<file path="src/rtl/age_arb.sv">
// age_arb: age-based arbiter; the oldest active requester wins a one-hot grant held under valid/ready.
// Optional macro AGE_ARB_LOCK_EN adds a `lock` input that keeps the grant on the same lane.
`ifndef HIGH
`define HIGH 1'b1
`endif

module sel_minmax #(
    parameter int N   = 2,
    parameter int W   = 1,
    parameter bit MAX = 1'b1
) (
    input  logic [N-1:0][W-1:0]  key,
    output logic [$clog2(N)-1:0] idx
);
    localparam int IW = $clog2(N);

    logic [W-1:0] best;

    // Strict compare keeps the lower index on equal keys.
    always_comb begin
        idx  = '0;
        best = key[0];
        for (int i = 1; i < N; i++) begin
            if (MAX ? (key[i] > best) : (key[i] < best)) begin
                idx  = IW'(i);
                best = key[i];
            end
        end
    end
endmodule

module age_arb #(
    parameter int   REQ = 8,
    parameter int   AGE = 4,
    parameter logic ACT = `HIGH
) (
    input  logic                    clk,
    input  logic                    reset_,
    input  logic [REQ-1:0]          req,
    input  logic                    ready,
`ifdef AGE_ARB_LOCK_EN
    input  logic                    lock,
`endif
    output logic [REQ-1:0]          grant,
    output logic [$clog2(REQ)-1:0]  grant_idx,
    output logic                    grant_valid
);
    localparam int         IDX_W   = $clog2(REQ);
    localparam int         KEY_W   = AGE + 1;
    localparam logic [0:0] S_IDLE  = 1'b0;
    localparam logic [0:0] S_GRANT = 1'b1;

    logic [0:0]                state;
    logic [REQ-1:0][AGE-1:0]   age;
    logic [REQ-1:0][KEY_W-1:0] key;
    logic [REQ-1:0]            req_act;
    logic [REQ-1:0]            cur_oh;
    logic [REQ-1:0]            cand;
    logic [IDX_W-1:0]          win_idx;
    logic                      hs;
    logic                      win_ok;
    logic                      lock_i;
    logic                      relock;

`ifdef AGE_ARB_LOCK_EN
    assign lock_i = lock;
`else
    assign lock_i = 1'b0;
`endif

    function automatic logic [AGE-1:0] sat_inc(input logic [AGE-1:0] a);
        return (&a) ? a : a + 1'b1;
    endfunction

    function automatic logic [REQ-1:0] decode(input logic [IDX_W-1:0] i);
        logic [REQ-1:0] v;
        v    = '0;
        v[i] = 1'b1;
        return v;
    endfunction

    assign req_act     = ACT ? req : ~req;
    assign grant_valid = (state == S_GRANT);
    assign hs          = grant_valid && ready;
    assign cur_oh      = grant_valid ? decode(grant_idx) : '0;
    // The lane completing its handshake is masked out of this cycle's pick.
    assign cand        = req_act & ~(hs ? cur_oh : '0);
    assign win_ok      = |cand;
    assign relock      = hs && lock_i && (|(req_act & cur_oh));

    always_comb begin
        for (int i = 0; i < REQ; i++) begin
            key[i] = {cand[i], age[i]};
        end
    end

    sel_minmax #(
        .N   (REQ),
        .W   (KEY_W),
        .MAX (1'b1)
    ) u_sel (
        .key (key),
        .idx (win_idx)
    );

    // Granted lane holds its age until its handshake clears it.
    always_ff @(posedge clk or negedge reset_) begin
        if (!reset_) begin
            age <= '0;
        end else begin
            for (int i = 0; i < REQ; i++) begin
                if (!req_act[i] || (cur_oh[i] && hs)) begin
                    age[i] <= '0;
                end else if (!cur_oh[i]) begin
                    age[i] <= sat_inc(age[i]);
                end
            end
        end
    end

    always_ff @(posedge clk or negedge reset_) begin
        if (!reset_) begin
            state     <= S_IDLE;
            grant_idx <= '0;
            grant     <= {REQ{~ACT}};
        end else if (state == S_IDLE || hs) begin
            if (relock) begin
                state <= S_GRANT;
            end else if (win_ok) begin
                state     <= S_GRANT;
                grant_idx <= win_idx;
                grant     <= ACT ? decode(win_idx) : ~decode(win_idx);
            end else begin
                state     <= S_IDLE;
                grant_idx <= '0;
                grant     <= {REQ{~ACT}};
            end
        end
    end
endmodule

</file>
<file path="config.mk">
export PLATFORM = sky130hd
export DESIGN_NAME = age_arb
export DESIGN_NICKNAME = d
export VERILOG_FILES = /design/src/rtl/age_arb.sv
export SDC_FILE = /design/constraint.sdc
export NUM_CORES = 1
export LEC_CHECK = 0
export ABC_AREA = 1
export CAP_MARGIN = 20
export CORE_UTILIZATION = 28
export CTS_BUF_LIST = sky130_fd_sc_hd__clkbuf_8 sky130_fd_sc_hd__clkbuf_16
export CTS_CLUSTER_DIAMETER = 100
export DETAILED_ROUTE_END_ITERATION = 6
export SLEW_MARGIN = 40
export SYNTH_ARGS = -nofsm -noshare
export SYNTH_HDL_FRONTEND = slang
export SYNTH_SLANG_ARGS = --single-unit
</file>
<file path="constraint.sdc">
create_clock -name clk -period 8.7 [get_ports clk]
set_input_delay 0.87 -clock clk [delete_from_list [all_inputs] [get_ports clk]]
set_output_delay 0.87 -clock clk [all_outputs]
set_load 0.05 [all_outputs]
</file>
# Word level (Yosys, flattened, before mapping)
# Index checks and enable logic that the tools add are counted.
[word_totals]
elab_cells = 140
output_inout_bits = 12
latch_bits = 0
romBits = 0
ramBits = 0
in_bits = 11
memories = 0
register_bits = 44
[op_classes]
add_sub_neg = 8
reduce_logical = 45
multipliers = 0
n_bitwise = 3
eq_ne = 16
muxes = 46
order_cmp = 11
n_shift = 0
n_div = 0
[op_table]
columns = ["op", "count"]
rows = [
  ["$mux 4", 24],
  ["$gt 5x5->1", 7],
  ["$add 4x1->4 const B", 8],
  ["$reduce_and 4->1", 8],
  ["$mux 5", 6],
  ["$mux 8", 3],
  ["$ne 2x1->1 const B", 8],
  ["$ne 2x2->1 const B", 8],
  ["$reduce_and 2->1", 8],
  ["$mux 3", 5],
  ["$logic_and 1x1->1", 11],
  ["$logic_or 1x1->1", 9],
  ["$and 8x8->8", 1],
  ["$logic_not 1->1", 8],
  ["$lt 3x4->1 const B", 2],
  ["$not 8->8", 1],
  ["$reduce_or 8->1", 1],
  ["$demux 1 s3", 2],
  ["$ge 3x1->1 const B", 2],
  ["$mux 1", 4],
  ["$mux 2", 2],
  ["$not 1->1", 1],
]

# Logic depth before layout (Yosys ltp)
# Gate-level depths: netlist (run 1).
[depth]
depth_word = 27
ltp_mapped = 69

# Modules after synthesis
# Synthesis (run 1) repeated with hierarchy kept, for this count alone.
[unflattened]
cells_unflattened = 546
area_unflattened_um2 = 3963.8
[by_module_without_submodules]
columns = ["module", "area_per_inst_um2", "cells_each", "n_inst"]
rows = [
  ["age_arb", 2312.2, 306, 1],
  ["sel_minmax", 1651.6, 240, 1],
]

# Worst setup path before layout (run 1)
# No wires, ideal clock.
[synth_path]
path_kind = "register to register"
start = "reg grant_idx[0]"
end = "reg grant[6]"
required_ns = 8.578
setup_ns = 0.122
n_path_buf = 0
path_stages_with_launch = 66
arrival_time_ns = 8.863
setup_slack_ns = -0.284
cell_sequence = "dfrtp_1 nand2_1 inv_2 nand3_2 nand2_4 inv_2 nand2_4 nand3_4 nor2_2 nand2_1 nand2_4 nand2_2 nand2_1 inv_1 ha_1 nand2_1 nor2_1 nand2_1 [30 not listed] nand2_1 and2_1 ha_1 nand2_1 o21ai_0 a21o_1 a21oi_1 a21oi_2 inv_1 nand3_1 nand2_1 ha_1 nand2_1 nor2_1 nand2_1 a32oi_1 inv_1 a32o_1"
[synth_between]
elab_chain_len = 27
elab_cells_between_ends = 36
cone_classes = "order compare (11); mux (20); bitwise (2); reduce/logical (3)"
[synth_rtl]
columns = ["element", "line", "rtl"]
rows = [
  ["start, declared", "45", "output logic [$clog2(REQ)-1:0] grant_idx,"],
  ["start signal, assigned", "131", "grant_idx <= win_idx;"],
  ["$lt 3x4->1 (not written as such) or $ge 3x1->1 (tied branches)", "78", "v[i] = 1'b1;"],
  ["$logic_and 1x1->1 (not written as such)", "78", ""],
  ["$mux 1 (not written as such)", "78", ""],
  ["$demux 1 s3 (*)", "78", ""],
  ["$mux 8 (*)", "85", "assign cur_oh = grant_valid ? decode(grant_idx) : '0;"],
  ["$mux 8 (*)", "87", "assign cand = req_act & ~(hs ? cur_oh : '0);"],
  ["$not 8->8 (*)", "87", ""],
  ["$and 8x8->8 (*)", "87", ""],
  ["[11 not listed]", "--", ""],
  ["$mux 5", "24", "if (MAX ? (key[i] > best) : (key[i] < best)) begin"],
  ["$gt 5x5->1", "24", ""],
  ["$mux 3", "24", ""],
  ["$lt 3x4->1 or $ge 3x1->1 (tied branches)", "--", ""],
  ["$logic_and 1x1->1", "--", ""],
  ["$mux 1", "--", ""],
  ["$demux 1 s3", "--", ""],
  ["$mux 8 (*)", "129", "end else if (win_ok) begin"],
  ["end signal, assigned", "125", "grant <= {REQ{~ACT}};"],
  ["end signal, assigned", "132", "grant <= ACT ? decode(win_idx) : ~decode(win_idx);"],
  ["end signal, assigned", "136", "grant <= {REQ{~ACT}};"],
  ["end, declared", "44", "output logic [REQ-1:0] grant,"],
]
# Every way passes the cells marked *; elsewhere a longest branch is shown, timed or not.
# A chain may end at the register's enable or synchronous reset.

# Worst setup path after layout (run 1)
[layout_path]
start = "in req[0]"
end = "reg grant[0]"
[layout_between]
elab_chain_len = 20
elab_cells_between_ends = 28
cone_classes = "order compare (9); mux (16); bitwise (1); reduce/logical (2)"
[layout_rtl]
columns = ["element", "line", "rtl"]
rows = [
  ["start, declared", "39", "input logic [REQ-1:0] req,"],
  ["$and 8x8->8 (*)", "87", ""],
  ["$gt 5x5->1", "24", ""],
  ["$mux 5", "24", ""],
  ["$gt 5x5->1", "24", ""],
  ["$mux 5", "24", ""],
  ["$gt 5x5->1", "24", ""],
  ["$mux 5", "24", ""],
  ["$gt 5x5->1", "24", ""],
  ["[4 not listed]", "--", ""],
  ["$mux 5", "24", ""],
  ["$gt 5x5->1", "24", ""],
  ["$mux 3", "24", ""],
  ["$lt 3x4->1 or $ge 3x1->1 (tied branches)", "--", ""],
  ["$logic_and 1x1->1", "--", ""],
  ["$mux 1", "--", ""],
  ["$demux 1 s3", "--", ""],
  ["$mux 8 (*)", "129", ""],
]
# Marked as above.

==> flow_summary.json, run 1 <==
{
  "initial_core_util": 0.291,
  "worst_hold_slack_ns": 0.484,
  "track_usage": 0.155,
  "holdPathStages": 2,
  "synth_async_sr_flop_share": 1.00,
  "wl_met2_um": 5620,
  "place.gp.congestion": 0.851,
  "worst_pin_slew_ns": 0.656,
  "cts.sinks": 44,
  "critPathSlowestCell": "ha_1",
  "timing.final.crit_share": 0.979,
  "wl_per_cell_um": 13.8,
  "core_area_um2": 12200,
  "vias": 3613,
  "num_rows": 40,
  "synth_top_area_frac": 0.311,
  "yosysMostFrequentCell": "nand2_1",
  "viasPerCell": 4.69,
  "fin_util": 0.455,
  "route.detailed.drc": 0,
  "rr_worst_depth": 69,
  "die_h_um": 115,
  "io_pins": 23,
  "synth_top_family_by_area": "simple AND/OR/NAND/NOR gates",
  "wl_met1_um": 4660,
  "outcome": "complete, no violations",
  "ys_ff_latch": 44,
  "area_growth_pct": 56.2,
  "antenna_found_initial": 0,
  "arrival_ns": 8.74,
  "min_from": "grant[1]$_DFFE_PN0P_",
  "antenna_cells": 0,
  "htreeDepth": 2,
  "first_global_vias": 3561,
  "finalHoldViolations": 0,
  "regToRegStartpoint": "grant_idx[1]$_DFFE_PN0P_",
  "clock.fmax_mhz": 117,
  "drive_gt1_frac": 0.432,
  "worstPathRequired_ns": 8.92,
  "hpwl_um": 7490,
  "synth_ff_type": "dfrtp_1",
  "grt_pass1_wl_um": 16100,
  "path_max_fanout": 5,
  "dieArea_um2": 13100,
  "max_cap_violations": 0,
  "ant_nets": 0,
  "hp-class": "reg -> reg",
  "synth_common_cells": "nand2_1, inv_1, dfrtp_1, ha_1, nor2_1",
  "yosys.area_share.simple": 0.299,
  "nFillCells": 1154,
  "crit_type": "in -> reg",
  "die_x_um": 115,
  "cpMostUsedCell": "nand2_2",
  "syn_area_per_cell_um2": 7.32,
  "highest_layer": "met4",
  "ys.warnings.count": 0,
  "instances_no_fill": 770,
  "setup_viol": 0,
  "synth_edf_count": 0,
  "dp.cells": 743,
  "synth_top_area_cell": "dfrtp_1",
  "clk_root_buffer_cell": "clkbuf_16",
  "cts_buffers": 5,
  "clk_path_buf_depth": 2,
  "clkTransAtPathRegs_ns": 0.07,
  "setup_tns_ns": 0,
  "drt-pass1-iter-count": 4,
  "synth_area_leaders": "dfrtp_1, ha_1, nand2_1, inv_1, a21oi_1",
  "max-slew-margin-rel": 0.561,
  "ys_seq_area_frac": 0.311,
  "netlist_instances": 484,
  "cts_tree": "done",
  "yosys.area_share.xor_xnor": 0,
  "grt_max_degree": 45,
  "fin_crit_ns": 8.52,
  "crit_start": "req[0]",
  "dr.first_iter.drc_count": 187,
  "port_buffers": 22,
  "synthMuxAreaShare": 0,
  "rsz0062_at_grt": "yes",
  "synth-compound-area-share": 0.156,
  "final_max_slew_viol_count": 0,
  "met3WireLength_um": 193,
  "nNetsFinal": 654,
  "clk_latency_ns": 0.30,
  "synthAdderAreaFrac": 0.148,
  "endpoint_kind": "flip-flop",
  "startpoint_type": "input port",
  "wl_um": 10600,
  "syn-num-nets": 537,
  "grt_overflow_total": 0,
  "cpPeakStageDelay_ns": 0.31,
  "finClkSkew_ns": 0.00802,
  "synth_cell_types": 32,
  "syn_area_um2": 3540
}
[stage by stage]
stage               setup slack [ns]  instance area [um^2]
finish                         0.181                  5540
global route                  -0.319                  5540
CTS                          0.00142                  4770
detailed placement            -0.781                  4510
global placement              -0.527                  4510
floorplan                    0.00489                  3570
[routing by layer]
metal / global-route usage / vias up
li1: - / 1832
met1: 0.189 / 1732
met2: 0.281 / 34
met3: 0.0259 / 15
met4: 0.0416 / 0
met5: 0 / -
[critical path: cells and delay by family]
family / cells / cell delay [ns]
fa+ha+maj: 6 / 1.48
compound gates: 11 / 1.46
buf+inv: 11 / 1.18
simple gates: 39 / 3.72
[timing repair]
item | in CTS | in global routing
hold buffers | 0 | 0
resized for setup | 23 | 138
pin swaps | 10 | 79
endpoints found under the hold margin | 0 | 0
setup buffers | 3 | 17
endpoints found under the setup margin | 11 | 11
gates cloned | 0 | 0
[placed cells by master, fill, tap and decap left out, types with 9 or more instances in the layout]
master / Yosys / final
nand3_4: 1 / 9
o21ai_0: 13 / 12
ha_4: 0 / 20
a21oi_1: 38 / 34
nor2_1: 40 / 33
clkdlybuf4s50_1: 0 / 18
buf_4: 0 / 84
inv_2: 10 / 17
ha_1: 42 / 21
inv_1: 71 / 60
nand2_2: 8 / 38
a211oi_1: 11 / 10
nand3_2: 9 / 14
dfrtp_1: 44 / 40
nand2_4: 3 / 16
nor3_1: 14 / 13
nand2_1: 109 / 66
nand3_1: 27 / 14
[worst paths after layout]
| check | endpoint | slack, ns |
|---|---|---|
| max in group asynchronous | grant_idx[0]$_DFFE_PN0P_ | 7.68 |
| min in group asynchronous | age[13]$_DFFE_PN0P_ | 0.56 |
| min | grant[1]$_DFFE_PN0P_ | 0.48 |
| max | grant[0]$_DFFE_PN0P_ | 0.18 |
| max reg2reg | grant[0]$_DFFE_PN0P_ | 0.21 |
| min reg2reg | grant[1]$_DFFE_PN0P_ | 0.48 |
[layout make-up]
cell class / count / area (um^2) / area share
inverter: 81 / 314 / 0.0567
sequential: 44 / 1110 / 0.200
timing repair buffer: 110 / 898 / 0.162
clock inverter: 3 / 47.5 / 0.00859
tap: 168 / 210 / 0.0380
multi-input combinational: 359 / 2830 / 0.512
clock buffer: 5 / 125 / 0.0226
[flip-flops by register name, summed over array words and instances, names as in the netlist]
| signal | cells |
|---|---|
| age | 32 |
| grant | 8 |
| grant_idx | 3 |
| grant_valid | 1 |
[kinds of logic (layout without fill, tap and decap cells)]
group,count (synthesis),in the layout
simple gates,226,226
compound gates,91,91
buf+inv,81,199
flops,44,44
fa+ha+maj,42,42
Power of run 1 is not shown: default switching activity piles up to over one toggle a cycle in this logic, so the estimate is an artifact.
==> run 2, diff against run 1 <==
--- a/config.mk
+++ b/config.mk
@@ -8,7 +8,6 @@
 export ABC_AREA = 1
 export CAP_MARGIN = 20
 export CORE_UTILIZATION = 28
-export CTS_BUF_LIST = sky130_fd_sc_hd__clkbuf_8 sky130_fd_sc_hd__clkbuf_16
 export CTS_CLUSTER_DIAMETER = 100
 export DETAILED_ROUTE_END_ITERATION = 6
 export SLEW_MARGIN = 40
==> results of run 2 <==
The final DEF is identical to that of run 1; final timing and power are the same.
Power of run 2 is left out for the same reason.
